--- src/rtl/traffic_pkg.sv ---
// Shared types and helpers for the traffic phase timer: phase and controller
// encodings, light decoding and per-phase duration lookup.
package traffic_pkg;

  typedef enum logic [2:0] {
    GR  = 3'd0,
    YR  = 3'd1,
    RR  = 3'd2,
    RG  = 3'd3,
    RY  = 3'd4,
    PED = 3'd5
  } phase_t;

  typedef enum logic [2:0] {
    SETTLE = 3'd0,
    LOAD   = 3'd1,
    COUNT  = 3'd2,
    STEP   = 3'd3,
    FAULT  = 3'd4
  } ctrl_t;

  typedef struct packed {
    phase_t phase;
    logic   legal;
  } decode_t;

  typedef struct packed {
    int unsigned gr;
    int unsigned yr;
    int unsigned rr;
    int unsigned rg;
    int unsigned ry;
    int unsigned ped;
  } durations_t;

  // Legal only when exactly one phase pattern matches and each street shows
  // exactly one lamp; anything else is an illegal combination.
  function automatic decode_t decode_phase(
    input logic mg,
    input logic my,
    input logic mr,
    input logic sg,
    input logic sy,
    input logic sr,
    input logic ped
  );
    decode_t    d;
    logic [5:0] hit;
    hit = {mr & sr & ped, mr & sy, mr & sg, mr & sr & ~ped, my & sr, mg & sr};
    case (hit)
      6'b000001: d.phase = GR;
      6'b000010: d.phase = YR;
      6'b000100: d.phase = RR;
      6'b001000: d.phase = RG;
      6'b010000: d.phase = RY;
      6'b100000: d.phase = PED;
      default:   d.phase = GR;
    endcase
    d.legal = ($countones(hit) == 1) &&
              ($countones({mg, my, mr}) == 1) &&
              ($countones({sg, sy, sr}) == 1);
    return d;
  endfunction

  // Side-green loads its maximum; gap-out can end it earlier.
  function automatic int unsigned phase_duration(input phase_t p, input durations_t d);
    int unsigned n;
    case (p)
      GR:      n = d.gr;
      YR:      n = d.yr;
      RR:      n = d.rr;
      RG:      n = d.rg;
      RY:      n = d.ry;
      PED:     n = d.ped;
      default: n = d.gr;
    endcase
    return n;
  endfunction

endpackage

--- src/rtl/traffic_phase_timer_tick_prescaler.sv ---
// Divides the system clock into one-cycle ticks; counts only while enabled
// and restarts from zero on clear.
module tick_prescaler #(
  parameter int unsigned TICK_DIV = 1000
) (
  input  logic clk,
  input  logic reset,
  input  logic clr,
  input  logic en,
  output logic tick
);

  localparam int unsigned PW = (TICK_DIV > 1) ? $clog2(TICK_DIV) : 1;
  localparam logic [PW-1:0] LAST = PW'(TICK_DIV - 1);

  logic [PW-1:0] r_cnt;

  assign tick = en && (r_cnt == LAST);

  // NOTE: state registers use non-blocking assignments so every flop samples
  // pre-edge values, independent of statement order.
  always_ff @(posedge clk or posedge reset) begin
    if (reset) begin
      r_cnt <= '0;
    end else if (clr) begin
      r_cnt <= '0;
    end else if (en) begin
      r_cnt <= tick ? '0 : r_cnt + PW'(1);
    end
  end

endmodule

--- src/rtl/traffic_phase_timer.sv ---
// Phase sequencer for the traffic light state machine: decodes the lit phase,
// times it in prescaled ticks and issues the single-cycle step that drives en.
module traffic_phase_timer
  import traffic_pkg::*;
#(
  parameter int unsigned TICK_DIV = 1000,
  parameter int unsigned CW       = 8,
  parameter int unsigned T_GR     = 20,
  parameter int unsigned T_YR     = 3,
  parameter int unsigned T_RR     = 2,
  parameter int unsigned T_SG_MAX = 15,
  parameter int unsigned T_SG_MIN = 4,
  parameter int unsigned T_SY     = 3,
  parameter int unsigned T_PED    = 10
) (
  input  logic          clk,
  input  logic          reset,
  input  logic          MG,
  input  logic          MY,
  input  logic          MR,
  input  logic          SG,
  input  logic          SY,
  input  logic          SR,
  input  logic          pedLight,
  input  logic          newCycle,
  input  logic          run,
  input  logic          adv,
  input  logic          sideCar,
  output logic          step,
  output phase_t        phase,
  output logic [CW-1:0] remaining,
  output logic          fault,
  output logic          flash,
  output logic [7:0]    cycleCount
);

  localparam durations_t DUR = '{
    gr:  T_GR,
    yr:  T_YR,
    rr:  T_RR,
    rg:  T_SG_MAX,
    ry:  T_SY,
    ped: T_PED
  };

  ctrl_t         r_state;
  ctrl_t         w_state_next;
  phase_t        r_phase;
  logic [CW-1:0] r_remaining;
  logic [CW-1:0] r_elapsed;
  logic          r_step;
  logic          r_fault;
  logic          r_flash;
  logic [7:0]    r_cycle_count;
  logic          r_sc_meta;
  logic          r_sc_sync;

  decode_t       w_dec;
  logic          w_tick;
  logic          w_pre_en;
  logic          w_pre_clr;
  logic          w_expire;
  logic          w_gap_out;
  logic          w_step_next;

  assign w_dec     = decode_phase(MG, MY, MR, SG, SY, SR, pedLight);
  assign w_expire  = w_tick && (r_remaining == CW'(1));
  assign w_gap_out = (r_phase == RG) && !r_sc_sync && (r_elapsed >= CW'(T_SG_MIN));

  tick_prescaler #(
    .TICK_DIV (TICK_DIV)
  ) u_prescaler (
    .clk   (clk),
    .reset (reset),
    .clr   (w_pre_clr),
    .en    (w_pre_en),
    .tick  (w_tick)
  );

  // Two-flop synchronizer for the asynchronous vehicle detector.
  always_ff @(posedge clk or posedge reset) begin
    if (reset) begin
      r_sc_meta <= 1'b0;
      r_sc_sync <= 1'b0;
    end else begin
      r_sc_meta <= sideCar;
      r_sc_sync <= r_sc_meta;
    end
  end

  always_ff @(posedge clk or posedge reset) begin
    if (reset) begin
      r_state <= SETTLE;
    end else begin
      r_state <= w_state_next;
    end
  end

  // NOTE: every always_comb output gets a default first so no path can leave
  // it unassigned and infer a latch.
  always_comb begin
    w_state_next = r_state;
    case (r_state)
      SETTLE:  w_state_next = LOAD;
      LOAD:    w_state_next = w_dec.legal ? COUNT : FAULT;
      COUNT:   if (w_expire || adv || w_gap_out) w_state_next = STEP;
      STEP:    w_state_next = SETTLE;
      FAULT:   w_state_next = FAULT;
      default: w_state_next = FAULT;
    endcase
  end

  // Coincident exit causes still land in a single STEP state, so one pulse.
  always_comb begin
    w_pre_en    = 1'b0;
    w_pre_clr   = 1'b0;
    w_step_next = 1'b0;
    case (r_state)
      LOAD:    w_pre_clr = 1'b1;
      COUNT:   w_pre_en  = run;
      FAULT:   w_pre_en  = 1'b1;
      default: ;
    endcase
    w_step_next = (w_state_next == STEP);
  end

  always_ff @(posedge clk or posedge reset) begin
    if (reset) begin
      r_step        <= 1'b0;
      r_phase       <= GR;
      r_remaining   <= '0;
      r_elapsed     <= '0;
      r_fault       <= 1'b0;
      r_flash       <= 1'b0;
      r_cycle_count <= '0;
    end else begin
      r_step <= w_step_next;
      case (r_state)
        LOAD: begin
          if (newCycle) begin
            r_cycle_count <= r_cycle_count + 8'd1;
          end
          if (w_dec.legal) begin
            r_phase     <= w_dec.phase;
            r_remaining <= CW'(phase_duration(w_dec.phase, DUR));
            r_elapsed   <= '0;
          end else begin
            r_fault     <= 1'b1;
            r_remaining <= '0;
          end
        end
        COUNT: begin
          if (w_tick) begin
            r_remaining <= r_remaining - CW'(1);
            if (r_elapsed != {CW{1'b1}}) begin
              r_elapsed <= r_elapsed + CW'(1);
            end
          end
        end
        FAULT: begin
          r_fault     <= 1'b1;
          r_remaining <= '0;
          if (w_tick) begin
            r_flash <= ~r_flash;
          end
        end
        default: ;
      endcase
    end
  end

  assign step       = r_step;
  assign phase      = r_phase;
  assign remaining  = r_remaining;
  assign fault      = r_fault;
  assign flash      = r_flash;
  assign cycleCount = r_cycle_count;

endmodule

--- config.mk ---
export PLATFORM = sky130hd
export DESIGN_NAME = traffic_phase_timer
export DESIGN_NICKNAME = d
export VERILOG_FILES = /design/src/rtl/traffic_pkg.sv /design/src/rtl/traffic_phase_timer_tick_prescaler.sv /design/src/rtl/traffic_phase_timer.sv
export SDC_FILE = /design/constraint.sdc
export NUM_CORES = 1
export LEC_CHECK = 0
export CORE_MARGIN = 4
export CORE_UTILIZATION = 54
export DETAILED_ROUTE_END_ITERATION = 6
export PLACE_DENSITY = 0.76
export SETUP_SLACK_MARGIN = 0.15
export SLEW_MARGIN = 20
export SYNTH_ARGS = -nofsm -noshare
export SYNTH_HDL_FRONTEND = slang
export SYNTH_HIERARCHICAL = 1
export SYNTH_SLANG_ARGS = --single-unit
--- constraint.sdc ---
create_clock -name clk -period 3.75 [get_ports clk]
set_clock_uncertainty 0.05 [all_clocks]
set_input_delay 0.75 -clock clk [delete_from_list [all_inputs] [get_ports clk]]
set_output_delay 0.75 -clock clk [all_outputs]
set_load 0.05 [all_outputs]
==> impl_results.md <==
- Status: finished with violations
- Failing checks: design-rule violations
- Setup WS post-layout: between 0.15 and 0.2 ns
- Root Driver: clkbuf_8
- Biggest area consumer among synthesized cells: dfrtp_1
- Syn Inst Count: ~290
- Crit end category: flop
- Clock Tree Buf Depth: 2
- Synth Area per Inst: 9.52 sq um
- WS Path Type: in2reg
- Setup crit end: remaining[2]
- # H-tree levels: 2
- Share of cells above drive strength 1: a little under a quarter
- # setup viols final: 0
- Max-cap viol count: 0
- Fin. max-slew vios: 0
- Register area share after synthesis: 41.4%
- First-pass GRT wire length: about 11 mm
- Die ar.: approximately 6200 sq um
- R2R Setup Slk: slightly below 0.8 ns
- Detailed Place HPWL: between 4 and 5 mm
- Largest net degree at the start of global routing: 36
- Reg-to-reg endpoint: remaining[2]
- Reg area: approximately 1100 sq um
- Peak supply drop: about 0.00019 V
- Fillers: 351
- Sw Share: around 34%
- Tightest Pin Transition: approximately 0.84 ns
- Synth cell types: between 50 and 60
- GPL Wtd Cong: roughly 0.84
- FF+latch count, synth: between 40 and 50
- Antenna violations before repair: 0
- Logic pwr share: ~26%
- Vias in the first global route: between 2,000 and 2,500
- Die H: 79.0 microns
- Area contributors post-synth: dfrtp_1, ha_1, fa_1
- Post-Syn Area: between 2000 and 3000 sq um
- Net count after synthesis: ~310
- CP Data Required Time: around 3.9 ns
- Multi-input logic area: roughly 1600 sq um
- WL per Instance: approximately 16 microns
- EDFF count, synth: 0
- Placeable Area: about 4800 sq um
- Relative slew margins: 44.0%
- Reg clk slew, reported paths: around 0.090 ns
- Overflow after GRT: 0
- Internal power: 0.000804 W
- Io pins: 35
- Worst skew pair latency: 0.30 ns
- Dpl ws: -0.710 ns
- CTS buffer count: 5
- Final Hold Fails: 0
- Drt initial violations: ~130
- Startpoint types: input port
- Lkg Pwr: 1.63 nW
- Area Growth Syn to Fin: 33.1%
- Aggregate global-route resource usage: between 20% and 30%
- Most numerous cell in the Yosys netlist: dfrtp_1
- Final Cycle Share: between 90% and 100%
- Worst hold path type: reg2reg
- Drt first pass iters: 7
- CP Max Fanout: 4
- Detailed Route WL: 6.76 mm
- Vias: between 2,000 and 2,500
- Flop pwr share: between 40% and 50%
- Worst setup startpoint: SR
- Design Area, Final: 3620 sq um
- Post-route DRC violation count: 4
- Clk pwr share: between 20% and 30%
- Critical Path AT: 3.73 ns
- Site Rows: 25
- Yosys top cell area share: between 40% and 50%
- RSZ-0062 raised after global routing: true
- Post-synth ARST share: 100%
- Nets: between 300 and 400
- Sinks on Clock Net: 45
- Fin crit period: between 3 and 4 ns
- FF-to-FF path depth: 9
- Post-DRT Antenna Nets: 0
- Switching Power: ~0.0004 W
- Critical R2R Launch: r_state[1]
- Vias per cell: 5.75
- Initial Util: between 50% and 60%
- Placed cell area: between 3000 and 4000 sq um
- Max Freq: roughly 280 MHz
- Primary FF master, synth: dfrtp_1
- Synth top cells by count: dfrtp_1, nand2_1, nor2_1, inv_1, nand3_1
- Die W: between 70 and 80 microns
- PD cells: 334 nW/um^2
- Warnings, synthesis: 6
- Antenna cells: 0
- Input/output buffers: 34
- CTS tree: yes
==> metal layers <==
layer  GRT usage [%]  vias up  part of all wire (%)
met4            7.22        0                   2.8
met3            3.74       18                   4.9
li1                -     1159                     -
met5               0        -                     0
met2            36.5       83                    50
met1            30.3     1190                    42
==> registers in the layout, summed over array words and instances, names as in the netlist <==
register           flops
fault                  1
r_sc_sync              1
cycleCount             8
remaining              8
phase                  3
flash                  1
r_sc_meta              1
step                   1
r_state                3
r_elapsed              8
u_prescaler/r_cnt     10
==> worst max-delay path, cell delays in order <==
cell and delay [ns]:
buf_8 0.10, nand3_4 0.08, buf_4 0.13, buf_4 0.12
buf_4 0.12, buf_4 0.12, buf_4 0.12, buf_4 0.12
buf_4 0.12, buf_4 0.12, buf_4 0.13, buf_4 0.13
buf_4 0.12, buf_4 0.12, buf_4 0.12, buf_4 0.13
buf_6 0.12, ha_4 0.15, o21a_1 0.23, o2bb2ai_4 0.15
a2bb2oi_2 0.15, o31ai_1 0.28
==> metrics by stage <==
stage               setup TNS [ns]  instances  total power, W  utilization [%]  hold slack (ns)
floorplan                        0        286        0.000781                -            0.281
global placement             -8.00        396        0.000860             67.9            0.281
detailed placement           -9.48        396        0.000875             67.9            0.287
CTS                              0        421         0.00120             72.6            0.308
global route                     0        426         0.00128             75.2            0.330
finish                           0        426         0.00121             75.2            0.307
==> worst min-delay path by stage <==
stage / start / end / slack, ns / depth (start not counted)
floorplan: r_sc_meta / r_sc_sync / 0.28 / 0
global placement: r_sc_meta / r_sc_sync / 0.28 / 0
detailed placement: r_sc_meta / r_sc_sync / 0.29 / 0
CTS: r_sc_meta / r_sc_sync / 0.31 / 0
global route: r_sc_meta / r_sc_sync / 0.33 / 0
finish: r_sc_meta / r_sc_sync / 0.31 / 0
==> layout by cell type (no fill, tap or decap), types with 6 or more instances in the layout <==
cell type / instances
nor2_1: 22
buf_4: 38
nand3_1: 12
ha_1: 7
dfrtp_1: 45
a21oi_1: 11
inv_1: 19
nand2_1: 25
xnor2_1: 6
clkdlybuf4s50_1: 30
o21ai_0: 7
xor2_1: 11
o21ai_1: 11
nand2b_1: 7
==> area by class of cell <==
class	instances	share of cell area (%)
Clock buffer	5	1.90
Tap cell	67	2.31
Clock inverter	3	0.587
Timing Repair Buffer	75	18.5
Inverter	22	2.28
Multi-Input combinational cell	209	43.3
Sequential cell	45	31.1
==> kinds of logic after synthesis <==
kind of cell	after synthesis	share of synthesized area, %
simple gates	110	21.1
compound gates	63	16.7
flops	45	41.4
buf+inv	32	5.42
xor+xnor	17	5.47
fa+ha+maj	15	8.27
mux	4	1.65
==> power groups by stage <==
| stage | sequential (W) | combinational, W | clock, W |
|---|---|---|---|
| 4_1_cts | 0.000588 | 0.000292 | 0.000322 |
| 2_1_floorplan | 0.000596 | 0.000185 | 0 |
| 5_1_grt | 0.000595 | 0.000343 | 0.000343 |
| 3_5_place_dp | 0.000597 | 0.000278 | 0 |
| 6_report | 0.000589 | 0.000309 | 0.000312 |
| 3_3_place_gp | 0.000595 | 0.000265 | 0 |
==> repair_timing <==
action,CTS,global route
pin swaps,9,14
hold buffers,0,0
endpoints found under the setup margin,18,15
buffers inserted,17,5
gates resized for setup,29,18
(Power assumes the default switching activity.)
